[src/rtl/yuv_rgb_pkg.sv]
// Shared types and helpers for the YUV 4:4:4 to RGB888 stream converter.
// Coefficient tables, byte offsets and the output clamp live here.
package yuv_rgb_pkg;

    typedef enum logic [1:0] {
        MODE_601L   = 2'd0,
        MODE_709L   = 2'd1,
        MODE_601F   = 2'd2,
        MODE_BYPASS = 2'd3
    } mode_e;

    typedef struct packed {
        logic [9:0] cy;
        logic [9:0] rv;
        logic [9:0] gu;
        logic [9:0] gv;
        logic [9:0] bu;
    } coef_t;

    localparam int U_LSB   = 0;
    localparam int Y_LSB   = 8;
    localparam int V_LSB   = 16;
    localparam int PAD_LSB = 24;

    localparam int OFF_W  = 11;
    localparam int PROD_W = 22;
    localparam int SUM_W  = 24;

    function automatic coef_t coef_of(input mode_e m);
        coef_t c;
        unique case (m)
            MODE_601L: c = '{10'd298, 10'd409, 10'd100, 10'd208, 10'd516};
            MODE_709L: c = '{10'd298, 10'd459, 10'd55, 10'd136, 10'd541};
            MODE_601F: c = '{10'd256, 10'd359, 10'd88, 10'd183, 10'd454};
            default:   c = '0;
        endcase
        return c;
    endfunction

    function automatic logic [7:0] clamp8(input logic signed [SUM_W-1:0] x);
        logic [7:0] r;
        if (x[SUM_W-1]) begin
            r = 8'd0;
        end else if (|x[SUM_W-2:8]) begin
            r = 8'd255;
        end else begin
            r = x[7:0];
        end
        return r;
    endfunction

endpackage

[src/rtl/nasti_stream_channel.sv]
// NASTI stream link: valid/ready handshake carrying data, byte
// qualifiers, end-of-packet marker and routing side-band.
interface nasti_stream_channel #(
    parameter int N_DATA_BITS = 64,
    parameter int N_ID_BITS   = 1,
    parameter int N_DEST_BITS = 1,
    parameter int N_USER_BITS = 1
);
    logic                     t_valid;
    logic                     t_ready;
    logic [N_DATA_BITS-1:0]   t_data;
    logic [N_DATA_BITS/8-1:0] t_strb;
    logic [N_DATA_BITS/8-1:0] t_keep;
    logic                     t_last;
    logic [N_ID_BITS-1:0]     t_id;
    logic [N_DEST_BITS-1:0]   t_dest;
    logic [N_USER_BITS-1:0]   t_user;

    modport master (
        output t_valid, t_data, t_strb, t_keep,
        output t_last, t_id, t_dest, t_user,
        input  t_ready
    );

    modport slave (
        input  t_valid, t_data, t_strb, t_keep,
        input  t_last, t_id, t_dest, t_user,
        output t_ready
    );
endinterface

[src/rtl/yuv_rgb_pixel_dp.sv]
// One pixel's four-stage datapath: offset, multiply, sum/round/shift,
// clamp. Stage loads are driven by shared enables from the top.
module yuv_rgb_pixel_dp
    import yuv_rgb_pkg::*;
#(
    parameter int FRAC = 8
) (
    input  logic        clk,
    input  logic        rst,
    input  logic        en0,
    input  logic        en1,
    input  logic        en2,
    input  logic        en3,
    input  mode_e       mode_in,
    input  mode_e       mode_s0,
    input  mode_e       mode_s2,
    input  logic [23:0] pix_in,
    output logic [31:0] pix_out
);

    localparam logic signed [SUM_W-1:0] RND = SUM_W'(1 << (FRAC-1));

    logic signed [OFF_W-1:0]  c_q, c_d, d_q, d_d, e_q, e_d;
    logic signed [PROD_W-1:0] pcy_q, pcy_d, prv_q, prv_d;
    logic signed [PROD_W-1:0] pgu_q, pgu_d, pgv_q, pgv_d;
    logic signed [PROD_W-1:0] pbu_q, pbu_d;
    logic signed [SUM_W-1:0]  r_q, r_d, g_q, g_d, b_q, b_d;
    logic [23:0]              raw0_q, raw0_d, raw1_q, raw1_d;
    logic [23:0]              raw2_q, raw2_d;
    logic [31:0]              pix_q, pix_d;
    coef_t                    k;

    function automatic logic signed [PROD_W-1:0] mul(
        input logic [9:0]              kc,
        input logic signed [OFF_W-1:0] x
    );
        logic signed [PROD_W-1:0] kw, xw;
        kw = {{(PROD_W-10){1'b0}}, kc};
        xw = {{(PROD_W-OFF_W){x[OFF_W-1]}}, x};
        return kw * xw;
    endfunction

    function automatic logic signed [SUM_W-1:0] ext(
        input logic signed [PROD_W-1:0] p
    );
        return {{(SUM_W-PROD_W){p[PROD_W-1]}}, p};
    endfunction

    assign k = coef_of(mode_s0);

    always_comb begin
        c_d    = c_q;
        d_d    = d_q;
        e_d    = e_q;
        raw0_d = raw0_q;
        pcy_d  = pcy_q;
        prv_d  = prv_q;
        pgu_d  = pgu_q;
        pgv_d  = pgv_q;
        pbu_d  = pbu_q;
        raw1_d = raw1_q;
        r_d    = r_q;
        g_d    = g_q;
        b_d    = b_q;
        raw2_d = raw2_q;
        pix_d  = pix_q;
        if (en0) begin
            c_d = $signed({3'b000, pix_in[Y_LSB +: 8]})
                - ((mode_in == MODE_601F) ? 11'sd0 : 11'sd16);
            d_d = $signed({3'b000, pix_in[U_LSB +: 8]}) - 11'sd128;
            e_d = $signed({3'b000, pix_in[V_LSB +: 8]}) - 11'sd128;
            raw0_d = pix_in;
        end
        if (en1) begin
            pcy_d  = mul(k.cy, c_q);
            prv_d  = mul(k.rv, e_q);
            pgu_d  = mul(k.gu, d_q);
            pgv_d  = mul(k.gv, e_q);
            pbu_d  = mul(k.bu, d_q);
            raw1_d = raw0_q;
        end
        if (en2) begin
            r_d = (ext(pcy_q) + ext(prv_q) + RND) >>> FRAC;
            g_d = (ext(pcy_q) - ext(pgu_q) - ext(pgv_q) + RND) >>> FRAC;
            b_d = (ext(pcy_q) + ext(pbu_q) + RND) >>> FRAC;
            raw2_d = raw1_q;
        end
        if (en3) begin
            // output byte order mirrors the input: R, G, B, zero pad
            if (mode_s2 == MODE_BYPASS) begin
                pix_d = {8'h00, raw2_q};
            end else begin
                pix_d = {8'h00, clamp8(b_q), clamp8(g_q), clamp8(r_q)};
            end
        end
    end

    always_ff @(posedge clk or negedge rst) begin
        if (!rst) begin
            c_q    <= '0;
            d_q    <= '0;
            e_q    <= '0;
            raw0_q <= '0;
            pcy_q  <= '0;
            prv_q  <= '0;
            pgu_q  <= '0;
            pgv_q  <= '0;
            pbu_q  <= '0;
            raw1_q <= '0;
            r_q    <= '0;
            g_q    <= '0;
            b_q    <= '0;
            raw2_q <= '0;
            pix_q  <= '0;
        end else begin
            c_q    <= c_d;
            d_q    <= d_d;
            e_q    <= e_d;
            raw0_q <= raw0_d;
            pcy_q  <= pcy_d;
            prv_q  <= prv_d;
            pgu_q  <= pgu_d;
            pgv_q  <= pgv_d;
            pbu_q  <= pbu_d;
            raw1_q <= raw1_d;
            r_q    <= r_d;
            g_q    <= g_d;
            b_q    <= b_d;
            raw2_q <= raw2_d;
            pix_q  <= pix_d;
        end
    end

    assign pix_out = pix_q;

endmodule

[src/rtl/yuv444_rgb_stream_conv.sv]
// Streaming YUV 4:4:4 to RGB888 converter: handshake, stage valids,
// t_last and per-beat matrix mode around PIXELS pixel datapaths.
module yuv444_rgb_stream_conv
    import yuv_rgb_pkg::*;
#(
    parameter int PIXELS = 2,
    parameter int FRAC   = 8
) (
    input  logic                 clk,
    input  logic                 rst,
    input  logic [1:0]           mode,
    nasti_stream_channel.slave   src,
    nasti_stream_channel.master  dst,
    output logic                 busy
);

    logic  v0_q, v0_d, v1_q, v1_d, v2_q, v2_d, v3_q, v3_d;
    logic  l0_q, l0_d, l1_q, l1_d, l2_q, l2_d, l3_q, l3_d;
    mode_e m0_q, m0_d, m1_q, m1_d, m2_q, m2_d;
    mode_e mode_lat_q, mode_lat_d, beat_mode;
    logic  in_pkt_q, in_pkt_d;
    logic  adv0, adv1, adv2, adv3, src_rdy, acc;
    logic  unused_sig;
    logic [32*PIXELS-1:0] out_data;

    always_comb begin
        adv3      = v3_q && dst.t_ready;
        adv2      = v2_q && (!v3_q || adv3);
        adv1      = v1_q && (!v2_q || adv2);
        adv0      = v0_q && (!v1_q || adv1);
        src_rdy   = !v0_q || adv0;
        acc       = src.t_valid && src_rdy;
        // mode only takes effect on the first beat of a packet
        beat_mode = in_pkt_q ? mode_lat_q : mode_e'(mode);
    end

    always_comb begin
        v0_d       = src_rdy ? src.t_valid : v0_q;
        v1_d       = adv0 ? 1'b1 : (adv1 ? 1'b0 : v1_q);
        v2_d       = adv1 ? 1'b1 : (adv2 ? 1'b0 : v2_q);
        v3_d       = adv2 ? 1'b1 : (adv3 ? 1'b0 : v3_q);
        l0_d       = acc ? src.t_last : l0_q;
        l1_d       = adv0 ? l0_q : l1_q;
        l2_d       = adv1 ? l1_q : l2_q;
        l3_d       = adv2 ? l2_q : l3_q;
        m0_d       = acc ? beat_mode : m0_q;
        m1_d       = adv0 ? m0_q : m1_q;
        m2_d       = adv1 ? m1_q : m2_q;
        in_pkt_d   = acc ? !src.t_last : in_pkt_q;
        mode_lat_d = (acc && !in_pkt_q) ? mode_e'(mode) : mode_lat_q;
    end

    always_ff @(posedge clk or negedge rst) begin
        if (!rst) begin
            v0_q       <= 1'b0;
            v1_q       <= 1'b0;
            v2_q       <= 1'b0;
            v3_q       <= 1'b0;
            l0_q       <= 1'b0;
            l1_q       <= 1'b0;
            l2_q       <= 1'b0;
            l3_q       <= 1'b0;
            m0_q       <= MODE_601L;
            m1_q       <= MODE_601L;
            m2_q       <= MODE_601L;
            in_pkt_q   <= 1'b0;
            mode_lat_q <= MODE_601L;
        end else begin
            v0_q       <= v0_d;
            v1_q       <= v1_d;
            v2_q       <= v2_d;
            v3_q       <= v3_d;
            l0_q       <= l0_d;
            l1_q       <= l1_d;
            l2_q       <= l2_d;
            l3_q       <= l3_d;
            m0_q       <= m0_d;
            m1_q       <= m1_d;
            m2_q       <= m2_d;
            in_pkt_q   <= in_pkt_d;
            mode_lat_q <= mode_lat_d;
        end
    end

    for (genvar p = 0; p < PIXELS; p++) begin : g_pix
        yuv_rgb_pixel_dp #(
            .FRAC(FRAC)
        ) u_dp (
            .clk    (clk),
            .rst    (rst),
            .en0    (acc),
            .en1    (adv0),
            .en2    (adv1),
            .en3    (adv2),
            .mode_in(beat_mode),
            .mode_s0(m0_q),
            .mode_s2(m2_q),
            .pix_in (src.t_data[32*p +: 24]),
            .pix_out(out_data[32*p +: 32])
        );
    end

    always_comb begin
        unused_sig = ^{src.t_id, src.t_dest, src.t_user,
                       src.t_keep, src.t_strb};
        for (int p = 0; p < PIXELS; p++) begin
            unused_sig = unused_sig ^ (^src.t_data[32*p+PAD_LSB +: 8]);
        end
    end

    assign src.t_ready = src_rdy;
    assign dst.t_valid = v3_q;
    assign dst.t_last  = l3_q;
    assign dst.t_data  = out_data;
    assign dst.t_strb  = '1;
    assign dst.t_keep  = '1;
    assign dst.t_dest  = '0;
    assign dst.t_id    = '0;
    assign dst.t_user  = '0;
    assign busy        = v0_q | v1_q | v2_q | v3_q;

    a_keep_strb: assert property (
        @(posedge clk) disable iff (!rst)
        acc |-> (&src.t_keep && &src.t_strb)
    ) else $error("yuv444_rgb_stream_conv: src t_keep/t_strb not all ones");

endmodule

[src/flat_wrapper.sv]
// flat-port wrapper written by rule: the top's interface ports become plain ports
module yuv444_rgb_stream_conv_flat import yuv_rgb_pkg::*;
#(
    parameter int PIXELS = 2,
    parameter int FRAC   = 8
)
  (clk, rst, mode, busy, src_t_valid, src_t_data, src_t_strb, src_t_keep, src_t_last, src_t_id, src_t_dest, src_t_user, src_t_ready, dst_t_valid, dst_t_data, dst_t_strb, dst_t_keep, dst_t_last, dst_t_id, dst_t_dest, dst_t_user, dst_t_ready);
  nasti_stream_channel #(.N_DATA_BITS((32*PIXELS))) src_i ();
  nasti_stream_channel #(.N_DATA_BITS((32*PIXELS))) dst_i ();
  input  logic clk;
  input  logic rst;
  input  logic [1:0] mode;
  output logic busy;
  input wire logic [$bits(src_i.t_valid)-1:0] src_t_valid;
  input wire logic [$bits(src_i.t_data)-1:0] src_t_data;
  input wire logic [$bits(src_i.t_strb)-1:0] src_t_strb;
  input wire logic [$bits(src_i.t_keep)-1:0] src_t_keep;
  input wire logic [$bits(src_i.t_last)-1:0] src_t_last;
  input wire logic [$bits(src_i.t_id)-1:0] src_t_id;
  input wire logic [$bits(src_i.t_dest)-1:0] src_t_dest;
  input wire logic [$bits(src_i.t_user)-1:0] src_t_user;
  output wire logic [$bits(src_i.t_ready)-1:0] src_t_ready;
  output wire logic [$bits(dst_i.t_valid)-1:0] dst_t_valid;
  output wire logic [$bits(dst_i.t_data)-1:0] dst_t_data;
  output wire logic [$bits(dst_i.t_strb)-1:0] dst_t_strb;
  output wire logic [$bits(dst_i.t_keep)-1:0] dst_t_keep;
  output wire logic [$bits(dst_i.t_last)-1:0] dst_t_last;
  output wire logic [$bits(dst_i.t_id)-1:0] dst_t_id;
  output wire logic [$bits(dst_i.t_dest)-1:0] dst_t_dest;
  output wire logic [$bits(dst_i.t_user)-1:0] dst_t_user;
  input wire logic [$bits(dst_i.t_ready)-1:0] dst_t_ready;
  assign src_i.t_valid = src_t_valid;
  assign src_i.t_data = src_t_data;
  assign src_i.t_strb = src_t_strb;
  assign src_i.t_keep = src_t_keep;
  assign src_i.t_last = src_t_last;
  assign src_i.t_id = src_t_id;
  assign src_i.t_dest = src_t_dest;
  assign src_i.t_user = src_t_user;
  assign src_t_ready = src_i.t_ready;
  assign dst_t_valid = dst_i.t_valid;
  assign dst_t_data = dst_i.t_data;
  assign dst_t_strb = dst_i.t_strb;
  assign dst_t_keep = dst_i.t_keep;
  assign dst_t_last = dst_i.t_last;
  assign dst_t_id = dst_i.t_id;
  assign dst_t_dest = dst_i.t_dest;
  assign dst_t_user = dst_i.t_user;
  assign dst_i.t_ready = dst_t_ready;
  yuv444_rgb_stream_conv #(.PIXELS(PIXELS), .FRAC(FRAC)) u_core (.clk(clk), .rst(rst), .mode(mode), .src(src_i), .dst(dst_i), .busy(busy));
endmodule
[config.mk]
export PLATFORM = sky130hd
export DESIGN_NAME = yuv444_rgb_stream_conv_flat
export DESIGN_NICKNAME = d
export VERILOG_FILES = /design/src/rtl/yuv_rgb_pkg.sv /design/src/rtl/nasti_stream_channel.sv /design/src/rtl/yuv_rgb_pixel_dp.sv /design/src/rtl/yuv444_rgb_stream_conv.sv /design/src/flat_wrapper.sv
export SDC_FILE = /design/constraint.sdc
export NUM_CORES = 2
export LEC_CHECK = 0
export ABC_AREA = 1
export CORE_AREA = 2 2 365 367
export CTS_CLUSTER_DIAMETER = 100
export CTS_CLUSTER_SIZE = 14
export DETAILED_ROUTE_END_ITERATION = 8
export DIE_AREA = 0 0 367 369
export HOLD_SLACK_MARGIN = 0.03
export PLACE_DENSITY = 0.59
export SETUP_SLACK_MARGIN = 0.3
export SLEW_MARGIN = 5
export SYNTH_ARGS = -nofsm -noshare
export SYNTH_HDL_FRONTEND = slang
export SYNTH_SLANG_ARGS = --single-unit
[constraint.sdc]
create_clock -name clk -period 8.6 [get_ports clk]
set_input_delay 1.72 -clock clk [delete_from_list [all_inputs] [get_ports clk]]
set_output_delay 1.72 -clock clk [all_outputs]
set_load 0.02 [all_outputs]
==> run summary <==
status = complete, no violations
setup TNS = 0 ns
Die Y = 369 um
Ports = 177
CP most frequent cell = fa_1
Layout Nets = 7768
crit end category = register
number of global-route vias before repair = 40300
htree depth = 2
cell family with most CP delay = adder cells
synth cell count leaders = 1567 x nand2_1, 1067 x inv_1, 833 x ha_1, 514 x dfrtp_1, 406 x nor2_1
non-filler cells, final = 8209
largest net degree at the start of global routing = 179
Yosys Warn Count = 0
dominant cell by count in the synthesized netlist = nand2_1
clock root buffer = clkbuf_16
sequential-to-total area share from yosys stat = 24.6%
first-pass GRT wire length = 238000 um
CP arrival = 7.38 ns
Async SR Flop Fraction = 100%
Num CTS Buffers = 46
Post-CTS Setup Bufs = 0
Core Region = 131000 um^2
Mapped Cells = 6411
CP max stage delay = 1.03 ns
WP data required = 9.10 ns
Initial Util = 39.8%
Tot GR Track Use = 22.4%
Clock Tree Buf Depth = 3
WP buf/inv = 5
main area contributors after synthesis = dfrtp_1 25%, ha_1 20%, fa_1 15%
period utilisation layout = 80.0%
Antenna Nets Post-Route = 0
post-detail-place hpwl = 122000 um
largest family of logic cells by synthesized area = adder cells
RePlAce Congestion = 0.911
Die W = 367 um
std cell rows = 133
Layout area overhead = 7.51%
CP Cell Sequence = inv_1, ha_1, buf_4, nand2_1, inv_1, fa_1, fa_1, inv_1, fa_1, inv_1, fa_1, fa_1, ha_1, a21oi_1, nand2_1, nand3_1, nand2_1, nand3_1, nand3b_1, nand3_1, o21ai_0
Startpoint Class = register
fin. max-slew vios = 0
Worst Hold Class = register to register
final hold viol count = 0
Routed WL = 150000 um
grt ovf = 0
crit path time final = 6.88 ns
max-cap viol count = 0
Setup Crit Path Kind = register to register
DRC = 0
compound-cell area share of the yosys netlist = 9.44%
CTS tree = yes
placed cells = 8148
# fillers = 13500
Slew @ Worst Pin = 1.12 ns
CTS Sinks = 514
Yosys top cell by area = dfrtp_1
simple-gate area share of the yosys netlist = 19.2%
clk_lat worst skew = 0.65 ns
proportion of synthesized area in mux cells = 0.0216%
area share of fa/ha/maj cells after synthesis = 35.5%
post-CTS sizing = 0
Die Area = 135000 um^2
area share of the largest cell type after synthesis = 24.6%
slowest CP cell = ha_1
unrepaired setup endpoints after global routing = false
Vias = 41500
GRT met3 Usage = 3.71%
initial antenna violation count = 11
via/cell ratio = 5.06
drt first pass iters = 6
Achievable Freq = 0.145 GHz
most crowded layer after global routing = met1
DR WL/cell = 18.3 um
Clock transition at path regs = 0.07 ns
EDFF count, synth = 0
initial DRC count = 3285
Cell Area, Synth = 52200 um^2
layout cells sized above 1 = 2.34%
XOR/XNOR Fraction of Synth Area = 1.38%
worst relative slew slack = 25.0%
Seq cells post-synth = 514
Synth Flop Type = dfrtp_1
# port buffers = 106
synth unique cells = 52
Final setup viols = 0
Syn Area/Cell = 8.14 um^2
GR Util met2 = 31.4%
crit-path max FO = 20
met1 usage = 35.8%
Clock Skew = 0.0326 ns
Hold Buf Count CTS = 0
-- through the flow --
stage	hold slack [ns]	utilization, %	cell area (um^2)	setup slack, ns
global placement	0.453	41.8	54800	1.85
CTS	0.472	42.8	56100	1.80
global route	0.495	42.8	56100	1.32
detailed placement	0.453	41.8	54800	1.80
finish	0.469	42.8	56100	1.72
floorplan	0.442	-	52300	3.02
-- cells in the final DEF, fill, tap and decap left out, types with 105 or more instances in the layout --
cell type,instances
ha_1,832
nand2_1,1566
dfrtp_1,514
o21ai_1,109
nand3_1,246
inv_1,1067
nor2_1,406
o21ai_0,299
fa_1,404
clkdlybuf4s50_1,105
a21oi_1,263
-- final cells by class --
cell class	count	area, um^2	share of cell area [%]
sequential	514	12900	22.9
antenna	1	2.50	0.00446
tap	1755	2200	3.91
clock buffer	47	1160	2.08
multi-input combinational	4671	34300	61.2
clock inverter	13	163	0.290
inverter	1075	4040	7.21
timing repair buffer	133	1330	2.37
-- tightest hold or removal path, stage by stage (launching register included) --
cell     delay [ns]
dfrtp_1        0.35
nand2_1        0.05
nand2_1        0.04
-- sequential cells by signal, indices dropped and copies added (netlist names), 12 cells and up --
signal,flops
u_core.g_pix.u_dp.pix_out,48
u_core.g_pix.u_dp.raw1_q,48
u_core.g_pix.u_dp.raw2_q,48
u_core.g_pix.u_dp.pgu_q,40
u_core.g_pix.u_dp.pgv_q,40
u_core.g_pix.u_dp.pbu_q,38
u_core.g_pix.u_dp.pcy_q,38
u_core.g_pix.u_dp.prv_q,38
u_core.g_pix.u_dp.b_q,32
u_core.g_pix.u_dp.g_q,32
u_core.g_pix.u_dp.r_q,32
u_core.g_pix.u_dp.c_q,19
u_core.g_pix.u_dp.d_q,16
u_core.g_pix.u_dp.e_q,16
u_core.g_pix.u_dp.raw0_q,12
-- cell families (layout without fill, tap and decap cells) --
kind of cell / count (synthesis) / after routing
compound gates: 885 / 885
xor+xnor: 82 / 82
fa+ha+maj: 1237 / 1237
buf+inv: 1261 / 1268
flops: 514 / 514
mux: 1 / 1
other cells: 2 / 38
simple gates: 2429 / 2429
-- worst paths after layout --
kind / slack [ns] / from / cells past startpoint / endpoint
setup / recovery: 1.72 / u_core.m0_q[0] / 21 / u_core.g_pix[1].u_dp.pgv_q[20]
hold / removal: 0.47 / u_core.g_pix[0].u_dp.raw1_q[20] / 2 / u_core.g_pix[0].u_dp.raw2_q[20]
setup reg to reg: 1.72 / u_core.m0_q[0] / 21 / u_core.g_pix[1].u_dp.pgv_q[20]
hold reg to reg: 0.47 / u_core.g_pix[0].u_dp.raw1_q[20] / 2 / u_core.g_pix[0].u_dp.raw2_q[20]
max in group asynchronous: 6.13 / rst / 2 / u_core.g_pix[1].u_dp.d_q[7]
min in group asynchronous: 1.11 / rst / 1 / u_core.g_pix[1].u_dp.pix_out[9]
-- layer usage --
metal  vias up  share of wire (%)
li1      20500                  -
met1     19800                 52
met2      1067                 39
met3       119                7.0
met4        10                1.7
met5         -              0.041
Power is not shown: default switching activity piles up to over one toggle a cycle in this logic, so the estimate is an artifact.
